--- config.mk ---
export PLATFORM = sky130hd
export DESIGN_NAME = alu_operand_sequencer
export DESIGN_NICKNAME = d
export VERILOG_FILES = /design/src/rtl/alu_operand_sequencer.sv
export SDC_FILE = /design/constraint.sdc
export NUM_CORES = 1
export LEC_CHECK = 0
export BUFFER_PORTS_ARGS = -buffer_cell sky130_fd_sc_hd__buf_4
export CAP_MARGIN = 20
export CORE_MARGIN = 1
export CORE_UTILIZATION = 40
export CTS_BUF_LIST = sky130_fd_sc_hd__clkbuf_16
export DETAILED_ROUTE_END_ITERATION = 10
export PLACE_DENSITY = 0.6
export SETUP_SLACK_MARGIN = 0.3
export SLEW_MARGIN = 25
export SYNTH_ARGS = -nofsm -noshare
export SYNTH_HDL_FRONTEND = slang
export SYNTH_SLANG_ARGS = --single-unit
--- constraint.sdc ---
create_clock -name CLOCK_50 -period 4 [get_ports CLOCK_50]
set_input_delay 0.8 -clock CLOCK_50 [delete_from_list [all_inputs] [get_ports CLOCK_50]]
set_output_delay 0.8 -clock CLOCK_50 [all_outputs]
set_load 0.02 [all_outputs]
--- src/rtl/alu_operand_sequencer.sv ---
// Switch-driven ALU front end: debounces KEY[1:0] and walks an A -> B -> opcode capture
// sequence, publishing one registered operand word with a single-cycle valid strobe.

module alu_key_cond #(
  parameter int DEBOUNCE_CYCLES = 500000,
  parameter int CNT_W           = 20
) (
  input  logic clk,
  input  logic rst_n,
  input  logic key_i,
  output logic press_o
);
  localparam logic [CNT_W-1:0] CNT_MAX = CNT_W'(DEBOUNCE_CYCLES - 1);

  logic             sync1_q, sync2_q, deb_q, deb_d;
  logic [CNT_W-1:0] cnt_q, cnt_d;
  logic             flip;

  // The level flips on the last stable cycle, so the press fires on the same edge the level drops.
  assign flip    = (sync2_q != deb_q) && (cnt_q == CNT_MAX);
  assign press_o = flip && deb_q;

  always_comb begin
    cnt_d = cnt_q + 1'b1;
    deb_d = deb_q;
    if (sync2_q == deb_q) cnt_d = '0;
    if (flip) begin
      cnt_d = '0;
      deb_d = ~deb_q;
    end
  end

  always_ff @(posedge clk or negedge rst_n) begin
    if (!rst_n) begin
      sync1_q <= 1'b1;
      sync2_q <= 1'b1;
      deb_q   <= 1'b1;
      cnt_q   <= '0;
    end else begin
      sync1_q <= key_i;
      sync2_q <= sync1_q;
      deb_q   <= deb_d;
      cnt_q   <= cnt_d;
    end
  end
endmodule

module alu_operand_sequencer #(
  parameter int DEBOUNCE_CYCLES = 500000,
  parameter int CNT_W           = 20
) (
  input  logic       CLOCK_50,
  input  logic       RESET_N,
  input  logic [9:0] SW,
  input  logic [1:0] KEY,
  output logic [9:0] operand_word,
  output logic       word_valid,
  output logic [1:0] seq_state
);
  typedef enum logic [1:0] {
    LOAD_A  = 2'd0,
    LOAD_B  = 2'd1,
    LOAD_OP = 2'd2,
    READY   = 2'd3
  } state_t;

  state_t     state_q;
  logic [3:0] a_q, b_q;
  logic [9:0] word_q;
  logic       valid_q;
  logic [1:0] press;
  logic       unused_sw;

  assign unused_sw = ^SW[9:4];

  for (genvar k = 0; k < 2; k++) begin : g_key
    alu_key_cond #(
      .DEBOUNCE_CYCLES(DEBOUNCE_CYCLES),
      .CNT_W          (CNT_W)
    ) u_key (
      .clk    (CLOCK_50),
      .rst_n  (RESET_N),
      .key_i  (KEY[k]),
      .press_o(press[k])
    );
  end

  // Cancel takes priority over advance when both events land on one edge.
  always_ff @(posedge CLOCK_50 or negedge RESET_N) begin
    if (!RESET_N) begin
      state_q <= LOAD_A;
      a_q     <= '0;
      b_q     <= '0;
      word_q  <= '0;
      valid_q <= 1'b0;
    end else begin
      valid_q <= 1'b0;
      if (press[1]) begin
        state_q <= LOAD_A;
        a_q     <= '0;
        b_q     <= '0;
      end else if (press[0]) begin
        case (state_q)
          LOAD_A: begin
            a_q     <= SW[3:0];
            state_q <= LOAD_B;
          end
          LOAD_B: begin
            b_q     <= SW[3:0];
            state_q <= LOAD_OP;
          end
          LOAD_OP: begin
            word_q  <= {SW[1:0], a_q, b_q};
            valid_q <= 1'b1;
            state_q <= READY;
          end
          default: state_q <= LOAD_A;
        endcase
      end
    end
  end

  assign operand_word = word_q;
  assign word_valid   = valid_q;
  assign seq_state    = state_q;
endmodule

* Word level (Yosys, flattened, before mapping) *
Cells that the tools add are included.

storage, ports and cells
  register bits after elaboration = 67
  output and inout bits = 13
  word-level logic and storage cells = 53

cells by class
  $add $sub $neg = 2
  eq/ne operators = 8
  muxes and demuxes = 16
  bitwise operators = 3
  reductions and logical operators = 11

operators with widths
  cell                   number
  $mux 20                4
  $add 20x1->20 const B  2
  $eq 20x19->1 const B   2
  $mux 4                 6
  $pmux 2 s3             1
  $reduce_bool 2->1      3
  $logic_and 1x1->1      4
  $mux 2                 2
  $reduce_and 2->1       2
  $mux 1                 3
  $not 1->1              3
  $reduce_and 3->1       1
  $eq 1x1->1             2
  $eq 2x1->1 const B     1
  $eq 2x2->1 const B     1
  $logic_not 2->1        1
  $ne 1x1->1             2

* Longest topological paths before layout *
Gate-level depths: netlist (run 1).

  depth after elaboration = 5
  mapped depth = 6
  mapped depth without buffers = 6

* Modules after synthesis *
From an unflattened synthesis (run 1), not the netlist that was laid out.

second synthesis, totals
  cells, all modules = 295
  area, all modules = 3266.9 um^2

modules (own cells, without submodules)
  module                 instances  cells an instance  area each (um^2)
  alu_key_cond           2          111                1143.6
  alu_operand_sequencer  1          73                 979.7

* Worst setup path after synthesis (run 1) *
OpenSTA, ideal clock, no wires.

  path type = reg-to-reg
  from = reg g_key[0].u_key.cnt_q[7]
  to = reg g_key[0].u_key.cnt_q[10]
  arrival time = 1.865 ns
  data required time = 3.881 ns
  setup slack = 2.016 ns
  stages on the path, launching flop included = 7
  path buffers = 2
  clock period less this slack = 1.984 ns
  cell sequence = dfrtp_1 -> buf_2 -> or4_1 -> or4_4 -> o2bb2ai_4 -> buf_4 -> nor2_1

on the way
  longest elaborated chain between the ends = 3
  elaborated cells between the ends (all ways) = 5
  those cells by class = add/sub: 1; eq/ne: 1; mux: 2; reduce/logical: 1

ends and longest elaborated chain
  element                                               RTL line  source
  start, declared                                       16        logic [CNT_W-1:0] cnt_q, cnt_d;
  start signal, assigned                                43        cnt_q <= cnt_d;
  $add 20x1->20 / $eq 20x19->1 (equally long branches)  24, 20
  $mux 20 / $logic_and 1x1->1 (equally long branches)   26, 20
  $mux 20 *                                             27        if (flip) begin
  net g_key[0].u_key.cnt_d[10]                          16

The timed path passes the listed nets; every way through them passes the cells marked *.
A chain may end at the register's enable or synchronous reset.

* Worst setup path after layout (run 1) *
  from = reg g_key[1].u_key.cnt_q[0]
  to = reg word_q[7] (netlist: operand_word[7])

on the way
  longest elaborated chain between the ends = 5

ends and longest elaborated chain
  element                            RTL line  source
  start, declared                    16
  start signal, assigned             43
  $eq 20x19->1                       20        assign flip = (sync2_q != deb_q) && (cnt_q == CNT_MAX);
  $logic_and 1x1->1                  20
  $logic_and 1x1->1                  21        assign press_o = flip && deb_q;
  $not 1->1 (no source line)         n/a
  $reduce_and 3->1 (no source line)  n/a
  end signal, assigned               113       word_q <= {SW[1:0], a_q, b_q};
  end, declared                      69        logic [9:0] word_q;

No other way between the ends.

==> results of run 1 <==
-- power groups by stage --
| stage | Clock [mW] | Sequential [mW] | Combinational, mW |
|---|---|---|---|
| global route | 0.909 | 0.695 | 0.0515 |
| global placement | 0 | 0.706 | 0.0450 |
| CTS | 0.876 | 0.695 | 0.0461 |
| finish | 0.848 | 0.695 | 0.0440 |
| detailed placement | 0 | 0.707 | 0.0456 |
| floorplan | 0 | 0.707 | 0.0182 |
-- worst max-delay path: cells and delay by family (launching register included) --
family | cells | cell delay (ps)
mux | 1 | 400
compound gates | 1 | 470
fa+ha+maj | 1 | 240
simple gates | 2 | 720
flops | 1 | 380
-- state kept, by name, summed over array words and instances, names as in the netlist --
| register | count |
|---|---|
| b_q | 4 |
| a_q | 4 |
| operand_word | 10 |
| word_valid | 1 |
| g_key.u_key.sync2_q | 2 |
| g_key.u_key.cnt_q | 40 |
| seq_state | 2 |
| g_key.u_key.deb_q | 2 |
| g_key.u_key.sync1_q | 2 |
-- cell usage in the layout, fill, tap and decap left out, drive strengths merged, types with 2 or more instances in the layout --
cell    instances
a21oi          21
and2            2
and3            2
and4            4
buf            21
bufinv          2
clkbuf          9
clkinv          2
dfrtp          61
dfstp           6
ha              5
inv            10
mux2           11
nand2          15
nand2b          3
nand3          25
nand4          11
nor2           34
nor3            7
nor4           11
nor4b           6
o21ai          14
o31ai           5
o41ai           2
or3             7
or4             9
or4b            3
xnor2          16
xor2           10
-- cells by family (layout without fill, tap and decap cells) --
kind of cell | Yosys count | in the layout | share of synthesized area (%)
buffers and inverters | 18 | 45 | 2.45
flip-flops | 67 | 67 | 51.6
adder cells (fa/ha/maj) | 5 | 5 | 1.91
XOR/XNOR | 26 | 26 | 6.97
AO/OA/AOI/OAI | 47 | 47 | 8.92
AND/OR/NAND/NOR | 143 | 143 | 24.4
multiplexers | 11 | 11 | 3.79
-- per-stage QoR --
stage | util, % | hold WS (ps) | instance area, µm² | std cells
detailed placement | 44.9 | 347 | 3510 | 430
global route | 49.1 | 361 | 3830 | 446
finish | 49.1 | 355 | 3830 | 446
global placement | 44.9 | 346 | 3500 | 430
floorplan | - | 345 | 3270 | 317
CTS | 49.1 | 355 | 3830 | 446
-- cell type report --
class                   count  area (µm²)  area share, %
flip-flops and latches     67        1680           44.0
clock inverters             7        98.8           2.58
well taps                 102         128           3.33
repair buffers             21         158           4.11
clock buffers               9         225           5.88
inverters                   8        30.0          0.784
multi-input cells         232        1510           39.4
-- worst max-delay path by stage --
stage | end | cells after the start
CTS | operand_word[0]$_DFFE_PN0P_ | 5
global placement | operand_word[4]$_DFFE_PN0P_ | 5
global route | operand_word[4]$_DFFE_PN0P_ | 5
finish | operand_word[7]$_DFFE_PN0P_ | 5
floorplan | g_key[0].u_key.cnt_q[10]$_DFF_PN0_ | 6
detailed placement | operand_word[4]$_DFFE_PN0P_ | 5
-- routing by layer --
| metal | vias up | routed length (µm) |
|---|---|---|
| met4 | 0 | 89 |
| met1 | 1182 | 3160 |
| met3 | 9 | 242 |
| li1 | 1204 | - |
| met2 | 42 | 2920 |
| met5 | - | 0 |
==> impl_metrics.csv, run 1 <==
group,metric,value,unit
timing,fin_crit_sh,57.9,%
clock_tree,cts_setup_buffers,0,
synthesis,syn_area,3270,µm²
route,routed_wl,6.41,mm
synthesis,netlist_instances,317,
power,leakage,1.52,nW
global_routing,grt_max_degree,68,
timing,fmax,432,MHz
critical_path,start_kind,"flop",
placed_design,dp_slack,1660,ps
job,max_cap_violations,0,
power,p_int,1.25,mW
critical_path,path_class,"flop to flop",
synthesis,yosys.area.top_type_share,46.7,%
clock_tree,cts_tree,"yes",
power,clock_power_share,53.5,%
critical_path,critPathMaxFanout,10,
final_layout,nFillCells,747,
global_routing,grt_pass1_vias,2444,
critical_path,rr_startpoint,"g_key[1].u_key.cnt_q[0]$_DFF_PN0_",
final_layout,layout-drive-gt1-share,17.7,%
floorplanning,die_h,92.4,µm
route,vias,2437,
global_routing,grt_pass1_wl,11.7,mm
timing,rsz0062_at_grt,"false",
floorplanning,row_count,32,
timing,worst_slack,1680,ps
synthesis,yosysSeqAreaShare,51.6,%
worst_hold_path,min_from,"g_key[0].u_key.sync1_q$_DFF_PN1_",
final_layout,syn_to_final_growth,17.3,%
placed_design,port_buffers,20,
synthesis,yosysTopAreaCell,"dfrtp_1",
critical_path,slowest_stage,"o211ai_2",
power,p_total,1.59,mW
route,wl_per_cell,14.4,µm
final_layout,nets,358,
clock_tree,clock-sinks,67,
clock_tree,root_buffer,"clkbuf_16",
critical_path,worstPathArrival,2530,ps
route,first_pass_iters,5,
timing,setup_viol,0,
final_layout,n_antenna_cell,0,
power,p_switching,336,µW
critical_path,critPathMaxStageDelay,470,ps
clock_tree,cts_buffers,9,
floorplanning,dieArea,8530,µm²
critical_path,r2r_cells,5,
critical_path,crit_path_start,"g_key[1].u_key.cnt_q[0]$_DFF_PN0_",
timing,finalCriticalPeriod,2320,ps
synthesis,synth_edf_count,0,
clock_tree,hold_buffers,0,
route,drc,0,
route,viasPerCell,5.46,
global_routing,grt_use_met3,4.84,%
global_routing,grt_use_met1,24.1,%
synthesis,syn_area_per_cell,10.3,µm²
route,antenna_left,0,
worst_hold_path,hold_class,"flop to flop",
power,ir_drop,0.174,mV
critical_path,rrSetupSlack,1680,ps
clock_tree,clockBufferDepth,2,
synthesis,yosysUniqueCellTypes,41,
synthesis,async_reset_ff_share,100,%
synthesis,yosys_warnings,0,
critical_path,path_cells,"ha_1 > nand4_1 > or3_1 > o211ai_2 > mux2_2",
synthesis,synthFlopType,"dfrtp_1",
critical_path,end_kind,"flop",
power,seqPwrFrac,43.8,%
placed_design,globalplace.congestion,0.785,
synthesis,synth_seq_cells,67,
global_routing,overflow,0,
clock_tree,cts_resized,0,
power,swShare,21.1,%
worst_hold_path,hold_depth,0,
floorplanning,die_x,92.4,µm
floorplanning,ios,27,
floorplanning,start_util,41.8,%
synthesis,yosys-top-cells-count,"61 x dfrtp_1, 34 x nor2_1, 25 x nand3_1, 21 x a21oi_1, 16 x xnor2_1",
global_routing,use_met2,26.0,%
worst_hold_path,holdPathEnd,"g_key[0].u_key.sync2_q$_DFF_PN1_",
floorplanning,core,7810,µm²
timing,finalHoldViolCount,0,
synthesis,synth_area_leaders,"dfrtp_1 47%, dfstp_2 4.8%, xnor2_1 4.3%, nor2_1 3.9%, nand3_1 3.8%",
clock_tree,clk_pin_slew,60,ps
global_routing,grt_antenna_before_repair,0,
critical_path,cp.required,4210,ps
power,power_density,414,nW/µm²
clock_tree,clk_latency,330,ps
critical_path,r2r-end,"operand_word[7]$_DFFE_PN0P_",
timing,slew_headroom,44.7,%
synthesis,synth_most_common_cell,"dfrtp_1",
route,drt_iter0_drc,68,
synthesis,synth_fp_nets,336,
timing,drv_slew,0,
run_status,outcome,"completed",
power,comb_power_share,2.8,%
global_routing,top_usage_layer,"met2",
clock_tree,ctsHtreeMaxLevel,3,
timing,setup_tns,0,ps
timing,worst_pin_slew,829,ps
timing,fin_worst_skew,8.72,ps
global_routing,grt_use_total,17.5,%
placed_design,hpwl,4.20,mm
No activity file was read; power rests on OpenSTA's default activity.
==> inputs of run 2 (changes only) <==
Clock period 4 ns to 2.2 ns, I/O delays scaled along.
==> run 2 against run 1 <==
  * Fmax up 21%
  * Via count grew 8.0%
  * Highest routed layer unchanged
  * Sequential share of layout area fell by 4.5 points
==> impl_metrics.csv, run 2 (synthesis gave the netlist of run 1 again) <==
group,metric,value,unit
route,wl_per_cell,15.4,µm
route,antenna_left,0,
floorplanning,die_x,92.4,µm
placed_design,globalplace.congestion,0.859,
timing,worst_slack,278,ps
clock_tree,clk_latency,330,ps
timing,rsz0062_at_grt,"true",
timing,worst_pin_slew,597,ps
clock_tree,hold_buffers,0,
power,seqPwrFrac,45.8,%
global_routing,grt_pass1_wl,12.4,mm
power,p_int,2.16,mW
final_layout,largest_reg_flops,40,
power,clock_power_share,50.6,%
final_layout,mostFrequentLayoutCells,"54 x dfrtp_1, 53 x buf_4, 34 x nor2_1",
critical_path,start_kind,"flop",
worst_hold_path,hold_class,"primary input to asynchronous set/reset pin",
power,p_total,2.77,mW
route,routed_wl,7.44,mm
power,p_switching,603,µW
route,vias,2631,
placed_design,placed_cell_area,3710,µm²
run_status,outcome,"completed",
timing,finalCriticalPeriod,1920,ps
placed_design,port_buffers,20,
timing,finalHoldWorstSlack,78.4,ps
placed_design,dp_slack,149,ps
critical_path,worstPathArrival,2140,ps
timing,drv_slew,0,
final_layout,syn_to_final_growth,31.2,%
placed_design,hpwl,4.65,mm
clock_tree,cts_tree,"yes",
global_routing,overflow,0,
critical_path,end_kind,"flop",
timing,finalHoldViolCount,0,
route,viasPerCell,5.44,
timing,fin_worst_skew,10.2,ps
critical_path,cp.required,2410,ps
final_layout,top_register,"g_key.u_key.cnt_q",
final_layout,nets,396,
floorplanning,start_util,41.8,%
final_layout,layout_commonest_cell,"dfrtp_1",
floorplanning,dieArea,8530,µm²
critical_path,path_class,"flop to flop",
clock_tree,clock-sinks,67,
route,drt_iter0_drc,73,
floorplanning,die_h,92.4,µm
route,drc,0,
timing,fmax,520,MHz
clock_tree,ctsHtreeMaxLevel,3,
global_routing,grt_antenna_before_repair,0,
floorplanning,core,7810,µm²
timing,fin_crit_sh,87.4,%
final_layout,layout-drive-gt1-share,31.7,%
power,power_density,646,nW/µm²
floorplanning,ios,27,
final_layout,n_antenna_cell,0,
clock_tree,root_buffer,"clkbuf_16",
power,swShare,21.8,%
final_layout,final_area,4290,µm²
floorplanning,row_count,32,
power,leakage,1.75,nW
route,first_pass_iters,4,
clock_tree,clockBufferDepth,2,
job,max_cap_violations,0,
power,comb_power_share,3.6,%
clock_tree,cts_buffers,9,
timing,setup_viol,0,
timing,slew_headroom,59.8,%
timing,setup_tns,0,ps
global_routing,grt_max_degree,39,
critical_path,critPathMaxFanout,11,
global_routing,grt_use_total,18.8,%
global_routing,grt_pass1_vias,2644,
clock_tree,clk_pin_slew,60,ps
power,ir_drop,0.384,mV
-- run 2: cell count changes in the layout (fill, tap and decap cells not counted), moves of 3 or more --
cell	before	now
buf_4	21	53
mux2_2	11	1
mux2_4	0	10
dfrtp_1	61	54
dfrtp_2	0	7
o21ai_0	14	9
o21ai_1	0	4
buf_6	0	3
or3_1	7	4
or3_4	0	3
or4_1	8	5
or4_4	1	4
-- run 2: power groups by stage --
stage	sequential [mW]	combinational [mW]	clock [mW]
global placement	1.28	0.0927	0
finish	1.27	0.0991	1.40
detailed placement	1.28	0.0924	0
floorplan	1.28	0.0342	0
global route	1.27	0.114	1.48
CTS	1.27	0.0988	1.42
-- run 2: worst max-delay path, stage by stage, from the launching register on --
cell     delay, ps
dfrtp_2        420
or4_1          510
or4_4          470
buf_6          170
o21ai_0        160
a21oi_1         80
-- run 2: final timing paths --
check	start	endpoint	slack, ps	cells past startpoint
worst max-delay path	g_key[0].u_key.cnt_q[7]$_DFF_PN0_	a_q[1]$_DFFE_PN0P_	280	5
worst min-delay path	RESET_N	g_key[0].u_key.cnt_q[15]$_DFF_PN0_	80	1
worst max register to register	g_key[0].u_key.cnt_q[7]$_DFF_PN0_	a_q[1]$_DFFE_PN0P_	280	5
worst min register to register	g_key[1].u_key.sync1_q$_DFF_PN1_	g_key[1].u_key.sync2_q$_DFF_PN1_	360	0
max in group asynchronous	RESET_N	g_key[0].u_key.sync1_q$_DFF_PN1_	1510	2
min in group CLOCK_50	KEY[1]	g_key[1].u_key.sync1_q$_DFF_PN1_	220	1
-- run 2: through the flow --
| stage | cells | utilization (%) |
|---|---|---|
| 6_report | 484 | 54.9 |
| 5_1_grt | 484 | 54.9 |
| 4_1_cts | 478 | 53.3 |
| 3_5_place_dp | 450 | 47.5 |
| 3_3_place_gp | 450 | 47.5 |
| 2_1_floorplan | 317 | - |
-- run 2: layout make-up --
class                      count  area, µm²
inverter                       8       30.0
multi-input combinational    233       1670
timing repair buffer          58        472
tap                          102        128
clock inverter                 7       67.6
clock buffer                   9        225
fill                         664       3520
sequential                    67       1690
-- run 2: layer usage --
metal / share of wire [%] / global-route usage [%] / vias to the layer above
li1: - / - / 1279
met1: 46 / 23.4 / 1292
met2: 50 / 31.3 / 51
met3: 3.5 / 4.84 / 9
met4: 1.1 / 6.90 / 0
met5: 0 / 0 / -
-- run 2: repair_timing --
item	in CTS	in global routing
pin swaps	7	4
setup buffers	11	6
setup endpoints to repair	44	53
cloned	1	0
resized for setup	13	26
==> inputs of run 3 (changes only) <==
Settings changed: CORE_MARGIN 1 to 2.
==> run 3 against run 2 <==
  * Non-clock buffer count down 6
  * Worst hold slack worse by 48 ps
  * Clock skew shrank 3.0 ps
  * Clock power up 20%
  * Critical path type unchanged
  * Critical endpoint is now g_key[0].u_key.cnt_q[5]$_DFF_PN0_
  * Largest cell class unchanged
  * Highest routed layer unchanged
==> impl_metrics.csv, run 3 (synthesis gave the netlist of run 1 again) <==
group,metric,value,unit
job,max_cap_violations,0,
timing,rsz0062_at_grt,"true",
clock_tree,root_buffer,"clkbuf_16",
critical_path,path_cells,"or4_1 > or4_4 > o2bb2ai_4 > buf_12 > nor2_1",
route,wl_per_cell,15.2,µm
global_routing,grt_use_total,17.9,%
worst_hold_path,hold_class,"primary input to asynchronous set/reset pin",
critical_path,crit_end,"g_key[0].u_key.cnt_q[5]$_DFF_PN0_",
final_layout,n_antenna_cell,0,
timing,fin_crit_sh,88.4,%
clock_tree,clk_latency,330,ps
clock_tree,clk_pin_slew,60,ps
clock_tree,clockBufferDepth,2,
global_routing,overflow,0,
route,drt_iter0_drc,103,
floorplanning,start_util,41.8,%
clock_tree,ctsHtreeMaxLevel,3,
timing,setup_viol,0,
run_status,outcome,"completed",
timing,fmax,514,MHz
timing,finalCriticalPeriod,1950,ps
global_routing,top_usage_layer,"met2",
critical_path,rr_startpoint,"g_key[0].u_key.cnt_q[7]$_DFF_PN0_",
timing,drv_slew,0,
critical_path,start_kind,"flop",
floorplanning,core,7810,µm²
clock_tree,hold_buffers,0,
final_layout,syn_to_final_growth,30.5,%
power,ir_drop,0.414,mV
critical_path,end_kind,"flop",
floorplanning,ios,27,
clock_tree,cts_tree,"yes",
power,p_int,2.41,mW
route,antenna_left,0,
final_layout,instances_no_fill,477,
placed_design,dp.cells,450,
global_routing,grt_pass1_wl,12.3,mm
clock_tree,clock-sinks,67,
global_routing,use_met2,28.4,%
final_layout,nets,389,
power,comb_power_share,3.2,%
critical_path,r2r-end,"g_key[0].u_key.cnt_q[5]$_DFF_PN0_",
route,first_pass_iters,4,
final_layout,layout_commonest_cell,"dfrtp_1",
global_routing,grt_pass1_vias,2589,
global_routing,grt_use_met3,3.43,%
global_routing,grt_use_met1,24.0,%
global_routing,grt_antenna_before_repair,0,
critical_path,rrSetupSlack,250,ps
final_layout,layout-drive-gt1-share,30.1,%
route,vias,2601,
critical_path,cp.required,2410,ps
floorplanning,dieArea,8910,µm²
critical_path,slowest_stage,"or4_1",
clock_tree,cts_buffers,9,
route,viasPerCell,5.45,
route,routed_wl,7.27,mm
placed_design,hpwl,4.76,mm
final_layout,top_register,"g_key.u_key.cnt_q",
critical_path,crit_path_start,"g_key[0].u_key.cnt_q[7]$_DFF_PN0_",
critical_path,path_class,"flop to flop",
floorplanning,die_h,94.4,µm
final_layout,largest_reg_flops,40,
power,clock_power_share,55.2,%
floorplanning,die_x,94.4,µm
timing,finalHoldViolCount,0,
timing,slew_headroom,68.6,%
timing,setup_tns,0,ps
critical_path,worstPathArrival,2160,ps
route,drc,0,
global_routing,grt_max_degree,40,
power,power_density,714,nW/µm²
power,swShare,21.0,%
timing,fin_worst_skew,7.22,ps
critical_path,r2r_cells,5,
critical_path,critPathMaxFanout,19,
power,leakage,1.73,nW
timing,worst_pin_slew,464,ps
final_layout,nFillCells,656,
final_layout,mostFrequentLayoutCells,"55 x dfrtp_1, 48 x buf_4, 34 x nor2_1",
floorplanning,row_count,32,
critical_path,critPathMaxStageDelay,510,ps
power,seqPwrFrac,41.6,%
placed_design,port_buffers,20,
placed_design,globalplace.congestion,0.782,
power,p_switching,639,µW
[run 3: cell type report]
class | count | area [µm²] | share of cell area [%]
multi-input combinational | 232 | 1630 | 38.3
timing repair buffer | 52 | 432 | 10.1
sequential | 67 | 1690 | 39.7
clock buffer | 9 | 225 | 5.28
tap | 102 | 128 | 2.99
inverter | 8 | 30.0 | 0.704
clock inverter | 7 | 124 | 2.91
[run 3: power groups by stage]
| stage | Sequential, mW | Combinational [mW] | Clock, mW |
|---|---|---|---|
| global route | 1.27 | 0.111 | 1.76 |
| finish | 1.27 | 0.0974 | 1.68 |
| detailed placement | 1.29 | 0.0929 | 0 |
| CTS | 1.26 | 0.0965 | 1.70 |
| global placement | 1.28 | 0.0925 | 0 |
| floorplan | 1.28 | 0.0342 | 0 |
[run 3: worst max-delay path, delay by kind of cell (launching register included)]
kind	cells	cell delay (ps)
flops	1	420
simple gates	3	1070
buf+inv	1	170
compound gates	1	160
[run 3: stage by stage]
stage	hold WS [ps]	worst slack [ps]	power, mW	util, %	area, µm²
final	30.8	255	3.04	54.6	4260
after global routing	56.0	218	3.14	54.6	4260
after CTS	40.4	283	3.06	53.6	4190
after detailed placement	347	133	1.38	47.5	3710
after global placement	347	159	1.38	47.5	3710
after floorplan	144	236	1.32	-	3310
[run 3: repair_timing]
action                     4_1_cts  5_1_grt
pin swaps                        2        8
setup endpoints to repair       42       45
buffers inserted                10        0
resized for setup               10       22
gates cloned                     0        1
[run 3: per-layer routing]
metal / wire [µm] / part of all wire [%]
met5: 0 / 0
met1: 3520 / 48
met4: 136 / 1.9
met2: 3410 / 47
met3: 208 / 2.9
[run 3: how the worst min path moves through the flow]
stage / endpoint / slack [ps] / cells past startpoint
finish: g_key[0].u_key.cnt_q[16]$_DFF_PN0_ / 30 / 1
global route: g_key[0].u_key.cnt_q[16]$_DFF_PN0_ / 60 / 1
CTS: g_key[0].u_key.cnt_q[16]$_DFF_PN0_ / 40 / 1
detailed placement: g_key[0].u_key.sync2_q$_DFF_PN1_ / 350 / 0
global placement: g_key[0].u_key.sync2_q$_DFF_PN1_ / 350 / 0
floorplan: a_q[0]$_DFFE_PN0P_ / 140 / 0
